$ cat src/rtl/adder_bist_pkg.sv
// Shared types for the adder BIST controller.
package adder_bist_pkg;

  typedef enum logic [1:0] {
    IDLE  = 2'd0,
    APPLY = 2'd1,
    CHECK = 2'd2,
    DONE  = 2'd3
  } bist_state_t;

endpackage

$ cat src/rtl/adder_bist_controller_if.sv
// Operand/result/status bundle between the BIST controller and its surroundings.
interface adder_bist_controller_if #(
  parameter int unsigned NBITS = 16,
  parameter int unsigned ERR_W = 32
);
  logic             start;
  logic [NBITS-1:0] a_out;
  logic [NBITS-1:0] b_out;
  logic             cin_out;
  logic [NBITS-1:0] sum_in;
  logic             cout_in;
  logic             busy;
  logic             done;
  logic             pass;
  logic             err_pulse;
  logic [ERR_W-1:0] err_count;
  logic [NBITS-1:0] first_err_a;
  logic [NBITS-1:0] first_err_b;
  logic             first_err_cin;

  modport master (
    input  start, sum_in, cout_in,
    output a_out, b_out, cin_out, busy, done, pass, err_pulse, err_count,
           first_err_a, first_err_b, first_err_cin
  );

  modport slave (
    output start, sum_in, cout_in,
    input  a_out, b_out, cin_out, busy, done, pass, err_pulse, err_count,
           first_err_a, first_err_b, first_err_cin
  );
endinterface

$ cat src/rtl/bist_operand_counter.sv
// {cin,a,b} vector counter: b innermost, then a, then cin; flags the all-ones last vector.
module bist_operand_counter #(
  parameter int unsigned NBITS = 16
) (
  input  logic             clk,
  input  logic             reset_n,
  input  logic             clear_i,
  input  logic             advance_i,
  output logic [NBITS-1:0] a_o,
  output logic [NBITS-1:0] b_o,
  output logic             cin_o,
  output logic             last_o
);

  localparam int unsigned VecW = 2 * NBITS + 1;

  logic [VecW-1:0] vec_q, vec_d;

  always_comb begin
    vec_d = vec_q;
    if (clear_i) begin
      vec_d = '0;
    end else if (advance_i) begin
      vec_d = vec_q + VecW'(1);
    end
  end

  always_ff @(posedge clk) begin
    if (!reset_n) begin
      vec_q <= '0;
    end else begin
      vec_q <= vec_d;
    end
  end

  // Plain binary increment gives exactly the b -> a -> cin carry order.
  assign {cin_o, a_o, b_o} = vec_q;
  assign last_o            = &vec_q;

endmodule

$ cat src/rtl/adder_bist_controller.sv
// Exhaustive self-test driver/checker for an NBITS adder: sweeps all {cin,a,b} and checks sums.
module adder_bist_controller
  import adder_bist_pkg::*;
#(
  parameter int unsigned NBITS         = 16,
  parameter int unsigned SETTLE_CYCLES = 1,
  parameter int unsigned ERR_W         = 32
) (
  input logic                   clk,
  input logic                   reset_n,
  adder_bist_controller_if.master bus
);

  localparam int unsigned SetW = (SETTLE_CYCLES > 1) ? $clog2(SETTLE_CYCLES) : 1;

  bist_state_t      state_q, state_d;
  logic [SetW-1:0]  settle_q, settle_d;
  logic [ERR_W-1:0] err_count_q, err_count_d;
  logic [NBITS-1:0] first_a_q, first_a_d;
  logic [NBITS-1:0] first_b_q, first_b_d;
  logic             first_cin_q, first_cin_d;
  logic             err_pulse_q, err_pulse_d;

  logic             clear, advance, last;
  logic [NBITS-1:0] a, b;
  logic             cin;
  logic [NBITS:0]   expected;
  logic             miscompare;

  bist_operand_counter #(
    .NBITS(NBITS)
  ) u_operand_counter (
    .clk      (clk),
    .reset_n  (reset_n),
    .clear_i  (clear),
    .advance_i(advance),
    .a_o      (a),
    .b_o      (b),
    .cin_o    (cin),
    .last_o   (last)
  );

  assign expected   = {1'b0, a} + {1'b0, b} + {{NBITS{1'b0}}, cin};
  assign miscompare = ({bus.cout_in, bus.sum_in} != expected);

  always_comb begin
    state_d     = state_q;
    settle_d    = settle_q;
    err_count_d = err_count_q;
    first_a_d   = first_a_q;
    first_b_d   = first_b_q;
    first_cin_d = first_cin_q;
    err_pulse_d = 1'b0;
    clear       = 1'b0;
    advance     = 1'b0;
    case (state_q)
      IDLE, DONE: begin
        if (bus.start) begin
          state_d     = APPLY;
          settle_d    = '0;
          clear       = 1'b1;
          err_count_d = '0;
          first_a_d   = '0;
          first_b_d   = '0;
          first_cin_d = 1'b0;
        end
      end
      APPLY: begin
        if (settle_q == SetW'(SETTLE_CYCLES - 1)) begin
          state_d  = CHECK;
          settle_d = '0;
        end else begin
          settle_d = settle_q + SetW'(1);
        end
      end
      CHECK: begin
        if (miscompare) begin
          err_pulse_d = 1'b1;
          if (err_count_q != '1) begin
            err_count_d = err_count_q + ERR_W'(1);
          end
          if (err_count_q == '0) begin
            first_a_d   = a;
            first_b_d   = b;
            first_cin_d = cin;
          end
        end
        // Operands hold the last vector once the sweep finishes.
        if (last) begin
          state_d = DONE;
        end else begin
          state_d = APPLY;
          advance = 1'b1;
        end
      end
      default: state_d = IDLE;
    endcase
  end

  always_ff @(posedge clk) begin
    if (!reset_n) begin
      state_q     <= IDLE;
      settle_q    <= '0;
      err_count_q <= '0;
      first_a_q   <= '0;
      first_b_q   <= '0;
      first_cin_q <= 1'b0;
      err_pulse_q <= 1'b0;
    end else begin
      state_q     <= state_d;
      settle_q    <= settle_d;
      err_count_q <= err_count_d;
      first_a_q   <= first_a_d;
      first_b_q   <= first_b_d;
      first_cin_q <= first_cin_d;
      err_pulse_q <= err_pulse_d;
    end
  end

  assign bus.a_out         = a;
  assign bus.b_out         = b;
  assign bus.cin_out       = cin;
  assign bus.busy          = (state_q == APPLY) || (state_q == CHECK);
  assign bus.done          = (state_q == DONE);
  assign bus.pass          = (state_q == DONE) && (err_count_q == '0);
  assign bus.err_pulse     = err_pulse_q;
  assign bus.err_count     = err_count_q;
  assign bus.first_err_a   = first_a_q;
  assign bus.first_err_b   = first_b_q;
  assign bus.first_err_cin = first_cin_q;

endmodule

$ cat src/flat_wrapper.sv
// flat-port wrapper written by rule: the top's interface ports become plain ports
module adder_bist_controller_flat import adder_bist_pkg::*;
#(
  parameter int unsigned NBITS         = 16,
  parameter int unsigned SETTLE_CYCLES = 1,
  parameter int unsigned ERR_W         = 32
)
  (clk, reset_n, bus_start, bus_sum_in, bus_cout_in, bus_a_out, bus_b_out, bus_cin_out, bus_busy, bus_done, bus_pass, bus_err_pulse, bus_err_count, bus_first_err_a, bus_first_err_b, bus_first_err_cin);
  adder_bist_controller_if #(.NBITS(NBITS), .ERR_W(ERR_W)) bus_i ();
  input logic clk;
  input logic reset_n;
  input wire logic [$bits(bus_i.start)-1:0] bus_start;
  input wire logic [$bits(bus_i.sum_in)-1:0] bus_sum_in;
  input wire logic [$bits(bus_i.cout_in)-1:0] bus_cout_in;
  output wire logic [$bits(bus_i.a_out)-1:0] bus_a_out;
  output wire logic [$bits(bus_i.b_out)-1:0] bus_b_out;
  output wire logic [$bits(bus_i.cin_out)-1:0] bus_cin_out;
  output wire logic [$bits(bus_i.busy)-1:0] bus_busy;
  output wire logic [$bits(bus_i.done)-1:0] bus_done;
  output wire logic [$bits(bus_i.pass)-1:0] bus_pass;
  output wire logic [$bits(bus_i.err_pulse)-1:0] bus_err_pulse;
  output wire logic [$bits(bus_i.err_count)-1:0] bus_err_count;
  output wire logic [$bits(bus_i.first_err_a)-1:0] bus_first_err_a;
  output wire logic [$bits(bus_i.first_err_b)-1:0] bus_first_err_b;
  output wire logic [$bits(bus_i.first_err_cin)-1:0] bus_first_err_cin;
  assign bus_i.start = bus_start;
  assign bus_i.sum_in = bus_sum_in;
  assign bus_i.cout_in = bus_cout_in;
  assign bus_a_out = bus_i.a_out;
  assign bus_b_out = bus_i.b_out;
  assign bus_cin_out = bus_i.cin_out;
  assign bus_busy = bus_i.busy;
  assign bus_done = bus_i.done;
  assign bus_pass = bus_i.pass;
  assign bus_err_pulse = bus_i.err_pulse;
  assign bus_err_count = bus_i.err_count;
  assign bus_first_err_a = bus_i.first_err_a;
  assign bus_first_err_b = bus_i.first_err_b;
  assign bus_first_err_cin = bus_i.first_err_cin;
  adder_bist_controller #(.NBITS(NBITS), .SETTLE_CYCLES(SETTLE_CYCLES), .ERR_W(ERR_W)) u_core (.clk(clk), .reset_n(reset_n), .bus(bus_i));
endmodule
$ cat config.mk
export PLATFORM = sky130hd
export DESIGN_NAME = adder_bist_controller_flat
export DESIGN_NICKNAME = d
export VERILOG_FILES = /design/src/rtl/adder_bist_pkg.sv /design/src/rtl/adder_bist_controller_if.sv /design/src/rtl/bist_operand_counter.sv /design/src/rtl/adder_bist_controller.sv /design/src/flat_wrapper.sv
export SDC_FILE = /design/constraint.sdc
export NUM_CORES = 1
export LEC_CHECK = 0
export ABC_CLOCK_PERIOD_IN_PS = 5500
export CAP_MARGIN = 20
export CORE_MARGIN = 4
export CORE_UTILIZATION = 48
export CTS_CLUSTER_DIAMETER = 100
export CTS_CLUSTER_SIZE = 25
export DETAILED_ROUTE_END_ITERATION = 8
export PLACE_DENSITY = 0.87
export SYNTH_ARGS = -nofsm -noshare
export SYNTH_HDL_FRONTEND = slang
export SYNTH_SLANG_ARGS = --single-unit
$ cat constraint.sdc
create_clock -name clk -period 5.5 [get_ports clk]
set_clock_uncertainty 0.2 [all_clocks]
set_input_delay 0.55 -clock clk [delete_from_list [all_inputs] [get_ports clk]]
set_output_delay 0.55 -clock clk [all_outputs]
set_load 0.02 [all_outputs]
==> results.py, run 1 <==
metrics = {
    "timing": {
        "fin_crit_sh_pct": 81.9,
        "tightest_slew_ns": 1.07,
        "slew_headroom_pct": 28.8,
        "fin_ws_ns": 0.998,
        "grt_setup_unrepaired": "no",
        "hold_violations": 0,
        "hold_slack_ns": 0.283,
        "clock.fmax_mhz": 222,
        "setup_viol": 0,
        "period_minus_slack_ns": 4.50,
        "finalMaxSlewViolations": 0,
        "tns_ns": 0,
    },
    "finish": {
        "fillCellCount": 930,
        "antenna_cells": 0,
        "fin_util_pct": 63.4,
        "nets": 817,
        "final_layout_size_suffix_gt1_share_pct": 5.66,
        "syn2layout_area_growth_pct": 28.2,
    },
    "floorplan": {
        "core-area_mm2": 0.0115,
        "dieArea_mm2": 0.0137,
        "initial_core_util_pct": 49.4,
        "die_w_um": 117,
        "row_count": 39,
        "top_level_ports": 122,
        "die_h_um": 117,
    },
    "power": {
        "power_density_mw_per_mm2": 244,
        "power.static_leakage_nw": 2.59,
        "irDropWorstVdd_uv": 160,
        "p_int_mw": 1.19,
        "swShare_pct": 33.5,
        "p_clk_share_pct": 36.1,
        "switching_power_uw": 597,
        "p_comb_share_pct": 21.6,
        "seqPwrFrac_pct": 42.3,
    },
    "clock_tree": {
        "h-tree-depth": 3,
        "clock_latency_ns": 0.35,
        "root_buffer": "clkbuf_16",
        "post_cts_buffers": 0,
        "cts_tree": "yes",
        "numCtsBuffers": 9,
        "clk_pin_slew_ns": 0.08,
        "cts_hold_buffers": 0,
        "clockBufferDepth": 2,
        "clock_sinks": 101,
        "ctsResizeCount": 0,
    },
    "routing": {
        "drt_iter0_markers": 492,
        "vias_per_cell": 6.18,
        "drc": 0,
        "dr.pass1.iters": 5,
        "wirelength_um": 16700,
        "vias": 5694,
        "drtAntennaViolNets": 0,
        "wl_per_cell_um": 18.1,
    },
    "setup_path": {
        "timing.reg2reg.worst_path_depth": 12,
        "end_kind": "flop",
        "crit_start": "u_core.u_operand_counter.vec_q[0]",
        "r2r_slack_ns": 1.0,
        "cp.required_ns": 5.50,
        "path_class": "flop to flop",
        "cp_max_fo": 33,
        "cp-start-kind": "flop",
        "cp_data_arrival_time_ns": 4.50,
        "r2r_start": "u_core.u_operand_counter.vec_q[0]",
    },
    "synth": {
        "syn_inst": 663,
        "synth_edf_count": 0,
        "avgSynthCellArea_um2": 8.59,
        "ys.flop_type": "dfxtp_1",
        "synth_commonest_cells": "dfxtp_1 (101), nand2_1 (60), nor2_1 (50)",
        "synth_most_common_cell": "dfxtp_1",
        "async_reset_ff_share_pct": 0,
        "yosys_warnings": 0,
        "yosys.area.top_type_share_pct": 35.5,
        "synthTopCellsByArea": "dfxtp_1 (36%), a22o_1 (5.1%), ha_1 (4.8%)",
        "yosysSeqAreaShare_pct": 35.5,
        "synth_cell_types": 63,
        "synth_top_area_cell": "dfxtp_1",
        "syn_area_mm2": 0.00569,
        "synth.ff_latch_count": 101,
        "synth_fp_nets": 707,
    },
    "grt": {
        "grt_max_degree": 37,
        "grt_overflow": 0,
        "grt_pass1_wl_um": 26000,
        "grt_usage_pct": 23.8,
        "grt_pass1_vias": 5271,
        "antenna_found_initial": 0,
    },
    "worst_hold_path": {
        "hold_path_class": "flop to flop",
        "hold_depth": 1,
        "hold_path.startpoint": "u_core.bus.first_err_a[15]",
    },
    "placed_design": {
        "port_buffers": 121,
        "gp_congestion": 0.895,
        "dp_hpwl_um": 12100,
        "pre_cts_ws_ns": 1.01,
    },
    "run": {
        "drv_cap": 0,
    },
    "outcome": {
        "status": "finished clean",
    },
}
[layout make-up]
cell class	count	area [µm²]	share of cell area (%)
Clock buffer	9	225	3.09
Clock inverter	7	81.3	1.11
Inverter	23	86.3	1.18
Multi-Input combinational cell	511	3440	47.2
Sequential cell	101	2020	27.7
Tap cell	143	179	2.45
Timing Repair Buffer	127	1260	17.3
[flip-flops by register name, summed over array words and instances (netlist names)]
| signal | flops |
|---|---|
| u_core.bus.err_count | 32 |
| u_core.bus.first_err_cin | 1 |
| u_core.bus.err_pulse | 1 |
| u_core.bus.first_err_b | 16 |
| u_core.u_operand_counter.vec_q | 33 |
| u_core.bus.first_err_a | 16 |
| u_core.state_q | 2 |
[cell usage in the layout (no fill, tap or decap), types with 20 or more instances in the layout]
cell type	synthesis	layout
a22o_1	33	33
or4_1	20	20
o21ai_0	22	22
a21oi_1	26	26
dfxtp_1	101	101
ha_1	22	22
nand3_1	32	32
xor2_1	28	28
inv_1	23	23
xnor2_1	20	20
nand2_1	60	60
clkdlybuf4s50_1	0	121
nor2_1	50	50
nand4_1	22	22
[metal layers]
| metal | global-route usage (%) | share of wire [%] | up-vias |
|---|---|---|---|
| met3 | 3.80 | 5.6 | 34 |
| met2 | 38.8 | 47 | 227 |
| met4 | 9.71 | 2.2 | 0 |
| li1 | - | - | 2699 |
| met1 | 31.4 | 45 | 2734 |
| met5 | 0 | 0 | - |
[critical path: stages (launching register included)]
cell and delay, ns:
dfxtp_1 0.39, fa_1 0.46, fa_1 0.51, xnor2_1 0.12
o211ai_1 0.12, a2111oi_2 0.33, nand4_1 0.11, or4_1 0.54
nor4_2 0.34, and3_2 0.61, buf_4 0.32, a2bb2oi_1 0.20
a21oi_1 0.09
[metrics by stage]
stage	total power, mW	instances	cell area [µm²]
global placement	1.12	904	6980
global route	1.85	921	7300
detailed placement	1.13	904	6980
finish	1.78	921	7300
CTS	1.77	920	7280
floorplan	1.02	663	5690
[power groups by stage]
stage	clock [mW]	combinational, mW	sequential, mW
after global routing	0.681	0.415	0.757
after floorplan	0	0.250	0.775
final	0.643	0.385	0.755
after global placement	0	0.350	0.770
after detailed placement	0	0.362	0.772
after CTS	0.649	0.364	0.755
[worst paths after layout]
kind,to
setup / recovery,u_core.bus.err_count[13]
hold / removal,u_core.bus.first_err_a[15]
setup reg to reg,u_core.bus.err_count[13]
hold reg to reg,u_core.bus.first_err_a[15]
[cell families after synthesis]
family / synth area share, %
and+or+nand+nor: 24.8
AOI/OAI and AO/OA: 19.9
DFF: 35.5
buffers and inverters: 4.28
xor gates and xnor gates: 7.67
adders and majority gates: 5.54
muxes: 2.31
No activity file was read; power rests on OpenSTA's default activity.
==> run 2, diff against run 1 <==
ABC_CLOCK_PERIOD_IN_PS = 4500   (was 5500)
clock period = 4.5 ns   (was 5.5 ns; I/O delays follow)
==> results.py, run 2 (synthesized netlist as in run 1, its figures left out) <==
metrics = {
    "floorplan": {
        "core-area_mm2": 0.0115,
        "die_w_um": 117,
        "initial_core_util_pct": 49.4,
        "row_count": 39,
        "top_level_ports": 122,
        "dieArea_mm2": 0.0137,
        "die_h_um": 117,
    },
    "clock_tree": {
        "cts_tree": "yes",
        "post_cts_buffers": 0,
        "numCtsBuffers": 9,
        "clock_latency_ns": 0.34,
        "clock_sinks": 101,
        "clk_pin_slew_ns": 0.08,
        "ctsResizeCount": 0,
        "h-tree-depth": 3,
        "cts_hold_buffers": 0,
        "root_buffer": "clkbuf_16",
        "clockBufferDepth": 2,
    },
    "setup_path": {
        "end_kind": "flop",
        "path_class": "flop to flop",
        "cp.required_ns": 4.57,
        "worst_path_most_repeated_cell": "fa_1",
        "cp_max_fo": 19,
        "critPathMaxStageDelay_ns": 0.57,
        "timing.reg2reg.worst_path_depth": 12,
        "crit_chain": "fa_1, fa_1, xnor2_1, o211ai_1, a2111oi_2, nand4_1, or4_1, nor4_2, and3_2, buf_4, o311ai_0, a31oi_1",
        "cp-start-kind": "flop",
        "slowest_stage": "or4_1",
        "cp_data_arrival_time_ns": 4.37,
    },
    "finish": {
        "regMostFlops": "u_core.u_operand_counter.vec_q",
        "final_layout_size_suffix_gt1_share_pct": 7.21,
        "syn2layout_area_growth_pct": 30.1,
        "final_common_cell": "clkdlybuf4s50_1",
        "antenna_cells": 0,
        "largest_register_ffs": 33,
        "most-common-layout-cells": "clkdlybuf4s50_1 (121), dfxtp_1 (101), nand2_1 (60), nor2_1 (50), a22o_1 (33)",
        "nets": 830,
    },
    "power": {
        "irDropWorstVdd_uv": 236,
        "swShare_pct": 31.6,
        "p_int_mw": 1.52,
        "switching_power_uw": 703,
        "p_clk_share_pct": 36.1,
        "p_comb_share_pct": 22.6,
        "power_density_mw_per_mm2": 301,
        "seqPwrFrac_pct": 41.3,
        "power.static_leakage_nw": 2.66,
    },
    "routing": {
        "drc": 0,
        "drtAntennaViolNets": 0,
        "wirelength_um": 17400,
        "wl_per_cell_um": 18.6,
        "dr.pass1.iters": 5,
        "vias_per_cell": 6.29,
        "drt_iter0_markers": 562,
        "vias": 5876,
    },
    "grt": {
        "grt_pass1_vias": 5418,
        "grt_usage_pct": 24.9,
        "antenna_found_initial": 0,
        "grt_overflow": 0,
        "grt_pass1_wl_um": 27200,
        "grt_max_degree": 34,
    },
    "timing": {
        "period_minus_slack_ns": 4.30,
        "setup_viol": 0,
        "tns_ns": 0,
        "hold_violations": 0,
        "finalMaxSlewViolations": 0,
        "clock.fmax_mhz": 232,
        "fin_crit_sh_pct": 95.6,
        "tightest_slew_ns": 0.871,
        "slew_headroom_pct": 41.9,
        "hold_slack_ns": 0.280,
        "grt_setup_unrepaired": "no",
    },
    "placed_design": {
        "port_buffers": 121,
        "dp_hpwl_um": 12600,
        "gp_congestion": 0.931,
    },
    "run": {
        "drv_cap": 0,
    },
    "worst_hold_path": {
        "hold_depth": 1,
        "hold_path_class": "flop to flop",
    },
    "outcome": {
        "status": "finished clean",
    },
}
run 2: final timing paths:
kind	endpoint	start	slack, ns
max reg2reg	u_core.bus.err_count[19]	u_core.u_operand_counter.vec_q[32]	0.20
min	u_core.bus.first_err_b[13]	u_core.bus.first_err_b[13]	0.28
min reg2reg	u_core.bus.first_err_b[13]	u_core.bus.first_err_b[13]	0.28
max	u_core.bus.err_count[19]	u_core.u_operand_counter.vec_q[32]	0.20
run 2: per-stage QoR:
stage	instances	utilization, %	total power, mW	area [µm²]	setup slack, ns
after detailed placement	917	61.4	1.42	7080	0.224
after floorplan	663	-	1.25	5690	0.590
after global routing	934	64.4	2.31	7410	0.000558
after CTS	933	64.1	2.20	7380	0.207
after global placement	917	61.4	1.40	7080	0.450
final	934	64.4	2.23	7410	0.197
run 2: power by group through the flow:
| stage | sequential (mW) | combinational [mW] | clock (mW) |
|---|---|---|---|
| final | 0.919 | 0.503 | 0.805 |
| after detailed placement | 0.940 | 0.476 | 0 |
| after global placement | 0.938 | 0.458 | 0 |
| after CTS | 0.919 | 0.480 | 0.803 |
| after floorplan | 0.947 | 0.305 | 0 |
| after global routing | 0.921 | 0.543 | 0.847 |
run 2: layout make-up:
class / count / area (µm²)
fillers: 933 / 4110
well taps: 143 / 179
clock buffers: 10 / 239
multi-input cells: 511 / 3440
repair buffers: 140 / 1370
inverters: 23 / 86.3
clock inverters: 6 / 68.8
flip-flops and latches: 101 / 2020
run 2: worst max-delay path: cells and delay by family (launching register included):
kind                     cells  cell delay, ns
flip-flops                   1            0.36
adder cells (fa/ha/maj)      2            0.99
buffers and inverters        1            0.25
AND/OR/NAND/NOR              4            1.46
XOR/XNOR                     1            0.12
AO/OA/AOI/OAI                4            0.85
run 2: routing by layer:
layer	part of all wire, %	up-vias	GRT usage (%)
met5	0	-	0
met4	2.1	0	7.03
met3	7.8	35	4.68
met2	48	305	40.1
met1	42	2805	34.2
li1	-	2731	-
